--- config.mk ---
export PLATFORM = sky130hd
export DESIGN_NAME = mfcc_feat_collector
export DESIGN_NICKNAME = d
export VERILOG_FILES = /design/src/rtl/mfcc_feat_collector_pkg.sv /design/src/rtl/mfcc_feat_frame_buf.sv /design/src/rtl/mfcc_feat_collector.sv
export SDC_FILE = /design/constraint.sdc
export NUM_CORES = 1
export LEC_CHECK = 0
export ABC_CLOCK_PERIOD_IN_PS = 5300
export CAP_MARGIN = 20
export CORE_ASPECT_RATIO = 0.6
export CORE_UTILIZATION = 43
export DETAILED_ROUTE_END_ITERATION = 16
export PLACE_DENSITY = 0.59
export RECOVER_POWER = 25
export SYNTH_ARGS = -nofsm -noshare
export SYNTH_HDL_FRONTEND = slang
export SYNTH_SLANG_ARGS = --single-unit
--- constraint.sdc ---
create_clock -name clk -period 5.3 [get_ports clk]
set_input_delay 0.795 -clock clk [delete_from_list [all_inputs] [get_ports clk]]
set_output_delay 0.795 -clock clk [all_outputs]
set_load 0.005 [all_outputs]
--- src/rtl/mfcc_feat_collector_pkg.sv ---
// Shared definitions for the MFCC feature collector: frame geometry, read FSM states
// and the ping-pong buffer index type.
package mfcc_feat_collector_pkg;

  localparam int N_FEAT = 13;
  localparam int DW     = 32;

  typedef enum logic {
    IDLE = 1'b0,
    SEND = 1'b1
  } rd_state_e;

  typedef logic buf_idx_t;

endpackage

--- src/rtl/mfcc_feat_frame_buf.sv ---
// One frame of feature storage: synchronous write port and asynchronous read port.
// Contents have no reset; a frame is always fully rewritten before it is read.
module mfcc_feat_frame_buf
  import mfcc_feat_collector_pkg::*;
#(
  parameter int N  = N_FEAT,
  parameter int W  = DW,
  parameter int IW = $clog2(N + 2)
) (
  input  logic          clk,
  input  logic          we,
  input  logic [IW-1:0] widx,
  input  logic [W-1:0]  wdata,
  input  logic [IW-1:0] ridx,
  output logic [W-1:0]  rdata
);

  logic [W-1:0] mem_q [N];

  always_ff @(posedge clk) begin
    if (we) mem_q[widx] <= wdata;
  end

  assign rdata = mem_q[ridx];

endmodule

--- src/rtl/mfcc_feat_collector.sv ---
// Collects contiguous feature bursts into a two-frame ping-pong buffer, checks frame length
// and replays frames on a valid/ready stream. Optional MFCC_DROP_C0_EN drops coefficient 0.
module mfcc_feat_collector #(
  parameter int N_FEAT = mfcc_feat_collector_pkg::N_FEAT,
  parameter int DW     = mfcc_feat_collector_pkg::DW
) (
  input  logic          clk,
  input  logic          rst,
  input  logic          tvalid_dct2_feat,
  input  logic [DW-1:0] dct2_feat,
  output logic          m_tvalid,
  output logic [DW-1:0] m_tdata,
  output logic          m_tlast,
  input  logic          m_tready,
  output logic          err_len,
  output logic          err_ovf
);
  import mfcc_feat_collector_pkg::*;

  localparam int IW = $clog2(N_FEAT + 2);
  localparam logic [IW-1:0] LEN_IDX  = IW'(N_FEAT);
  localparam logic [IW-1:0] SAT_IDX  = IW'(N_FEAT + 1);
  localparam logic [IW-1:0] LAST_IDX = IW'(N_FEAT - 1);
`ifdef MFCC_DROP_C0_EN
  localparam logic [IW-1:0] FIRST_IDX = IW'(1);
`else
  localparam logic [IW-1:0] FIRST_IDX = '0;
`endif

  logic          tv_q, tv_d;
  logic          wr_act_q, wr_act_d;
  buf_idx_t      wr_buf_q, wr_buf_d;
  logic [IW-1:0] wr_idx_q, wr_idx_d;
  logic [1:0]    full_q, full_d;
  buf_idx_t      oldest_q, oldest_d;
  logic          err_len_q, err_len_d;
  logic          err_ovf_q, err_ovf_d;
  rd_state_e     state_q, state_d;
  buf_idx_t      rd_buf_q, rd_buf_d;
  logic [IW-1:0] rd_idx_q, rd_idx_d;

  logic          hs, rd_last, burst_start, burst_end, start_ok, len_ok, keep_idx, wr_en;
  logic [1:0]    rel_mask, set_mask, free, avail, we;
  buf_idx_t      start_buf, cur_buf, other_wr, other_rd;
  logic [IW-1:0] cur_idx;
  logic [DW-1:0] rdata0, rdata1;

  // Write control, full/age flags and error pulses
  always_comb begin
    hs          = (state_q == SEND) && m_tready;
    rd_last     = (rd_idx_q == LAST_IDX);
    rel_mask    = '0;
    if (hs && rd_last) rel_mask[rd_buf_q] = 1'b1;
    free        = ~full_q | rel_mask;
    burst_start = tvalid_dct2_feat && !tv_q;
    burst_end   = !tvalid_dct2_feat && wr_act_q;
    start_ok    = |free;
    start_buf   = free[0] ? 1'b0 : 1'b1;
    len_ok      = (wr_idx_q == LEN_IDX);
    set_mask    = '0;
    if (burst_end && len_ok) set_mask[wr_buf_q] = 1'b1;
    cur_idx     = burst_start ? '0 : wr_idx_q;
    cur_buf     = burst_start ? start_buf : wr_buf_q;
`ifdef MFCC_DROP_C0_EN
    keep_idx    = (cur_idx != '0);
`else
    keep_idx    = 1'b1;
`endif
    wr_en       = tvalid_dct2_feat && (burst_start ? start_ok : wr_act_q) &&
                  (cur_idx < LEN_IDX) && keep_idx;
    we          = {wr_en && cur_buf, wr_en && !cur_buf};

    tv_d      = tvalid_dct2_feat;
    wr_act_d  = wr_act_q;
    wr_buf_d  = wr_buf_q;
    wr_idx_d  = wr_idx_q;
    err_len_d = 1'b0;
    err_ovf_d = 1'b0;
    if (burst_start) begin
      wr_act_d  = start_ok;
      wr_buf_d  = start_buf;
      wr_idx_d  = start_ok ? IW'(1) : '0;
      err_ovf_d = !start_ok;
    end else if (tvalid_dct2_feat && wr_act_q) begin
      wr_idx_d  = (wr_idx_q == SAT_IDX) ? SAT_IDX : wr_idx_q + IW'(1);
    end else if (burst_end) begin
      wr_act_d  = 1'b0;
      wr_idx_d  = '0;
      err_len_d = !len_ok;
    end

    full_d   = (full_q & ~rel_mask) | set_mask;
    other_wr = ~wr_buf_q;
    oldest_d = oldest_q;
    if (|set_mask) oldest_d = full_d[other_wr] ? other_wr : wr_buf_q;
  end

  // Read FSM. A frame completing this cycle is visible immediately so the first
  // word appears the cycle after the burst ends, and back-to-back frames have no bubble.
  always_comb begin
    state_d  = state_q;
    rd_buf_d = rd_buf_q;
    rd_idx_d = rd_idx_q;
    avail    = full_q | set_mask;
    other_rd = ~rd_buf_q;
    case (state_q)
      IDLE: begin
        if (|avail) begin
          state_d  = SEND;
          rd_idx_d = FIRST_IDX;
          if (full_q == 2'b11)     rd_buf_d = oldest_q;
          else if (full_q != 2'b00) rd_buf_d = full_q[1];
          else                      rd_buf_d = set_mask[1];
        end
      end
      SEND: begin
        if (hs) begin
          if (rd_last) begin
            rd_idx_d = FIRST_IDX;
            if (avail[other_rd]) rd_buf_d = other_rd;
            else                 state_d  = IDLE;
          end else begin
            rd_idx_d = rd_idx_q + IW'(1);
          end
        end
      end
      default: state_d = IDLE;
    endcase
  end

  always_ff @(posedge clk) begin
    if (!rst) begin
      tv_q      <= 1'b0;
      wr_act_q  <= 1'b0;
      wr_buf_q  <= 1'b0;
      wr_idx_q  <= '0;
      full_q    <= '0;
      oldest_q  <= 1'b0;
      err_len_q <= 1'b0;
      err_ovf_q <= 1'b0;
      state_q   <= IDLE;
      rd_buf_q  <= 1'b0;
      rd_idx_q  <= '0;
    end else begin
      tv_q      <= tv_d;
      wr_act_q  <= wr_act_d;
      wr_buf_q  <= wr_buf_d;
      wr_idx_q  <= wr_idx_d;
      full_q    <= full_d;
      oldest_q  <= oldest_d;
      err_len_q <= err_len_d;
      err_ovf_q <= err_ovf_d;
      state_q   <= state_d;
      rd_buf_q  <= rd_buf_d;
      rd_idx_q  <= rd_idx_d;
    end
  end

  mfcc_feat_frame_buf #(.N(N_FEAT), .W(DW), .IW(IW)) u_buf0 (
    .clk   (clk),
    .we    (we[0]),
    .widx  (cur_idx),
    .wdata (dct2_feat),
    .ridx  (rd_idx_q),
    .rdata (rdata0)
  );

  mfcc_feat_frame_buf #(.N(N_FEAT), .W(DW), .IW(IW)) u_buf1 (
    .clk   (clk),
    .we    (we[1]),
    .widx  (cur_idx),
    .wdata (dct2_feat),
    .ridx  (rd_idx_q),
    .rdata (rdata1)
  );

  assign m_tvalid = (state_q == SEND);
  assign m_tdata  = m_tvalid ? (rd_buf_q ? rdata1 : rdata0) : '0;
  assign m_tlast  = m_tvalid && rd_last;
  assign err_len  = err_len_q;
  assign err_ovf  = err_ovf_q;

endmodule

==> impl_table.tex <==
\begin{tabular}{lr}
\hline
Metric & Value \\
\hline
\multicolumn{2}{l}{\textbf{Outcome}} \\
Result of the run & complete, no violations \\
\multicolumn{2}{l}{\textbf{Logic synthesis}} \\
Proportion of register bits with asynchronous set or reset after synthesis & 0 \\
Mapped Area & 0.0325 mm2 \\
Top post-synthesis cells by count & edfxtp\_1, mux4\_2, a22oi\_1 \\
Distinct cells, synth & between 40 and 50 \\
Cell with the most instances after synthesis & edfxtp\_1 \\
Synthesized area per cell & roughly 22 um2 \\
Gate Count Post-Synth & 1,458 \\
EDFF count, synth & 832 \\
Most common flop cell mapped by yosys & edfxtp\_1 \\
Number of register bits inferred by synthesis & $\sim$850 \\
Synth area leader & edfxtp\_1 \\
Net count of the mapped netlist & 1,499 \\
Yosys synthesis warning count & 0 \\
Area fraction of the dominant cell type after synthesis & 0.769 \\
Top cells by area, synth & edfxtp\_1, mux4\_2, a22oi\_1 \\
Sequential fraction of the synthesis area & 0.783 \\
\multicolumn{2}{l}{\textbf{Clocking}} \\
TritonCTS clock tree & done \\
CTS H-tree lvls & 3 \\
Number of resized instances in the post-cts repair step & 0 \\
Number of setup buffers added after CTS & 0 \\
Root Buffer Master & clkbuf\_16 \\
Count of hold-fix buffers inserted at cts & 0 \\
CTS clock-pin slew for the worst setup and hold paths & approximately 0.070 ns \\
Insertion delay to the later sink of the worst-skew pair & 0.63 ns \\
Worst-case clock buffer depth & 3 \\
CTS sink cnt & 854 \\
Number of buffers created by CTS & 76 \\
\multicolumn{2}{l}{\textbf{STA}} \\
Final hold violations & 0 \\
Accumulated negative setup slack & 0 ns \\
Number of failing setup endpoints in the final timing report & 0 \\
Total count of max-transition violations in the final report & 0 \\
Part of the cycle the worst path needs & 0.828 \\
Actual transition at the worst max-transition pin & 1.17 ns \\
Headroom to the max-slew limit & 0.219 \\
Unrepaired setup endpoints after global routing & false \\
Post-Route Skew & 0.0211 ns \\
Crit path time final & 4.39 ns \\
Upper clock frequency limit & 228 MHz \\
\multicolumn{2}{l}{\textbf{Worst setup path}} \\
Arrival time at the worst endpoint & 3.59 ns \\
Largest stage delay, worst path & 0.78 ns \\
Path type of the worst setup path & flop to output pin \\
Sort of element at the end of the critical path & output pin \\
CP max stage cell & dfxtp\_4 \\
Category of the worst setup path launch point & flop \\
Cell family with the largest share of critical-path delay & buffers and inverters \\
Critical path required time & 4.51 ns \\
Number of buffer and inverter stages on the critical path & 2 \\
Cell-by-cell listing of the critical path & buf\_4 > mux4\_2 > mux2\_2 > a22oi\_1 > nand3\_1 > clkdlybuf4s50\_1 \\
Worst-path fanout max & 26 \\
\multicolumn{2}{l}{\textbf{Die}} \\
Number of ports placed on the die boundary & 72 \\
Die width & 357 um \\
Chip height & 215 um \\
Total core area & approximately 0.074 mm2 \\
Initial Util & 0.438 \\
Area of the die & roughly 0.077 mm2 \\
Number of rows in the core area & 77 \\
\multicolumn{2}{l}{\textbf{Global routing}} \\
Pin count of the biggest net entering global routing & 45 \\
Antenna violations before repair & 2 \\
Wire length of the first global-routing pass & about 110,000 um \\
Global-route congestion overflow total & 0 \\
All-Layer GR Usage & 0.202 \\
Number of global-route vias before repair & 15,700 \\
\multicolumn{2}{l}{\textbf{Finish}} \\
Layout Cell Area excl Fill & $\sim$0.037 mm2 \\
Layout overhead on the synthesized area & 14.8\% \\
Layout cell share with drive strength beyond 1 & 0.276 \\
Final net count & 1,637 \\
Number of inserted diodes & 0 \\
\multicolumn{2}{l}{\textbf{Detailed routing}} \\
Final antenna-violating net count & 0 \\
Initial DRT Pass Iterations & 7 \\
Residual DRC & 0 \\
Post-detailed-route via-to-cell ratio & 5.91 \\
Total via count in the routed design & 15,600 \\
Iteration-0 DRC Markers & about 1,900 \\
Routed wirelength normalized by instance count & 29.1 um \\
Final wirelength & 76,700 um \\
\multicolumn{2}{l}{\textbf{Place}} \\
Port buffer count & between 70 and 80 \\
Post-detailed-placement half-perimeter wirelength & 44,000 um \\
Global placement routability congestion & approximately 0.76 \\
Placed Area & 0.0349 mm2 \\
\multicolumn{2}{l}{\textbf{Pwr}} \\
Static leakage & 11.1 nW \\
Pwr Total & between 10 and 15 mW \\
Pwr Density & around 350 mW/mm2 \\
Worst-case vdd ir drop & 218 uV \\
\multicolumn{2}{l}{\textbf{Min path}} \\
Type of the tightest min-delay check & flop to flop \\
\multicolumn{2}{l}{\textbf{Flow run}} \\
Max-cap check violation count & 0 \\
\hline
\end{tabular}
sequential cells by signal, summed over array words and instances (netlist names), named ones only:
signal        count
wr_buf_q          1
err_ovf           1
wr_act_q          1
m_tvalid          1
err_len           1
wr_idx_q          4
oldest_q          1
tv_q              1
full_q            2
u_buf1.mem_q    416
u_buf0.mem_q    416
rd_idx_q          4
rd_buf_q          1
power breakdown:
part | switching, mW | internal (mW) | total, mW
clock | 2.39 | 2.94 | 5.33
sequential | 0.00780 | 7.43 | 7.44
combinational | 0.135 | 0.0406 | 0.175
metal layers:
metal / track usage / vias up / share of wire
li1: - / 6469 / -
met1: 0.326 / 8509 / 0.48
met2: 0.289 / 537 / 0.44
met3: 0.0325 / 89 / 0.062
met4: 0.0400 / 0 / 0.015
met5: 0 / - / 0
cells in the final DEF (no fill, tap or decap), drive strengths merged, types with 6 or more instances in the layout:
cell           synthesis  layout
edfxtp               832     832
mux4                 192     192
a22oi                 96      96
clkbuf                39      93
mux2                  64      64
buf                   35      61
clkdlybuf4s50          0      51
nand3                 43      43
nor2                  43      43
clkinv                 0      35
dfxtp                 22      22
dlygate4sd3            0      20
nand2                 18      18
inv                    8       8
nand2b                 6       6
o21ai                  6       6
worst min-delay path, delay by kind of cell (launching register included):
kind | cells | cell delay, ns
flip-flops | 1 | 0.31
AO/OA/AOI/OAI | 1 | 0.07
AND/OR/NAND/NOR | 1 | 0.06
path summary, 6_finish.rpt:
check                        start                            end  slack (ns)  cells past startpoint
max reg2reg    m_tvalid$_SDFF_PN0_  u_buf0.mem_q[1][13]$_DFFE_PP_        2.00                      6
min          oldest_q$_SDFFE_PN0P_          oldest_q$_SDFFE_PN0P_        0.49                      2
min reg2reg  oldest_q$_SDFFE_PN0P_          oldest_q$_SDFFE_PN0P_        0.49                      2
max                           flop                     m_tdata[9]        0.91                      6
cell type report:
cell class / instances / area (um2)
Fill cell: 5884 / 36900
Sequential cell: 854 / 25400
Multi-Input combinational cell: 522 / 6930
Clock buffer: 91 / 2000
Timing Repair Buffer: 134 / 1330
Tap cell: 987 / 1230
Clock inverter: 43 / 340
Inverter: 8 / 30.0
stage by stage:
stage                     hold WS [ns]  worst slack [ns]  std cells   util
after floorplan                  0.435            0.0708       1458      -
after global placement           0.454              1.37       2503  0.471
after detailed placement         0.469              1.28       2503  0.471
after CTS                        0.486             0.792       2637  0.503
after global routing             0.518             0.715       2639  0.503
final                            0.486             0.913       2639  0.503
cells by family (layout without fill, tap and decap cells):
kind of cell             count (synthesis)  count (layout)  synth area share
adder cells (fa/ha/maj)                  5               5           0.00193
AO/OA/AOI/OAI                          125             125            0.0283
AND/OR/NAND/NOR                        133             133            0.0198
multiplexers                           256             256             0.155
buffers and inverters                   82             276            0.0112
XOR/XNOR                                 3               3          0.000809
flip-flops                             854             854             0.783
(Power assumes the default switching activity.)
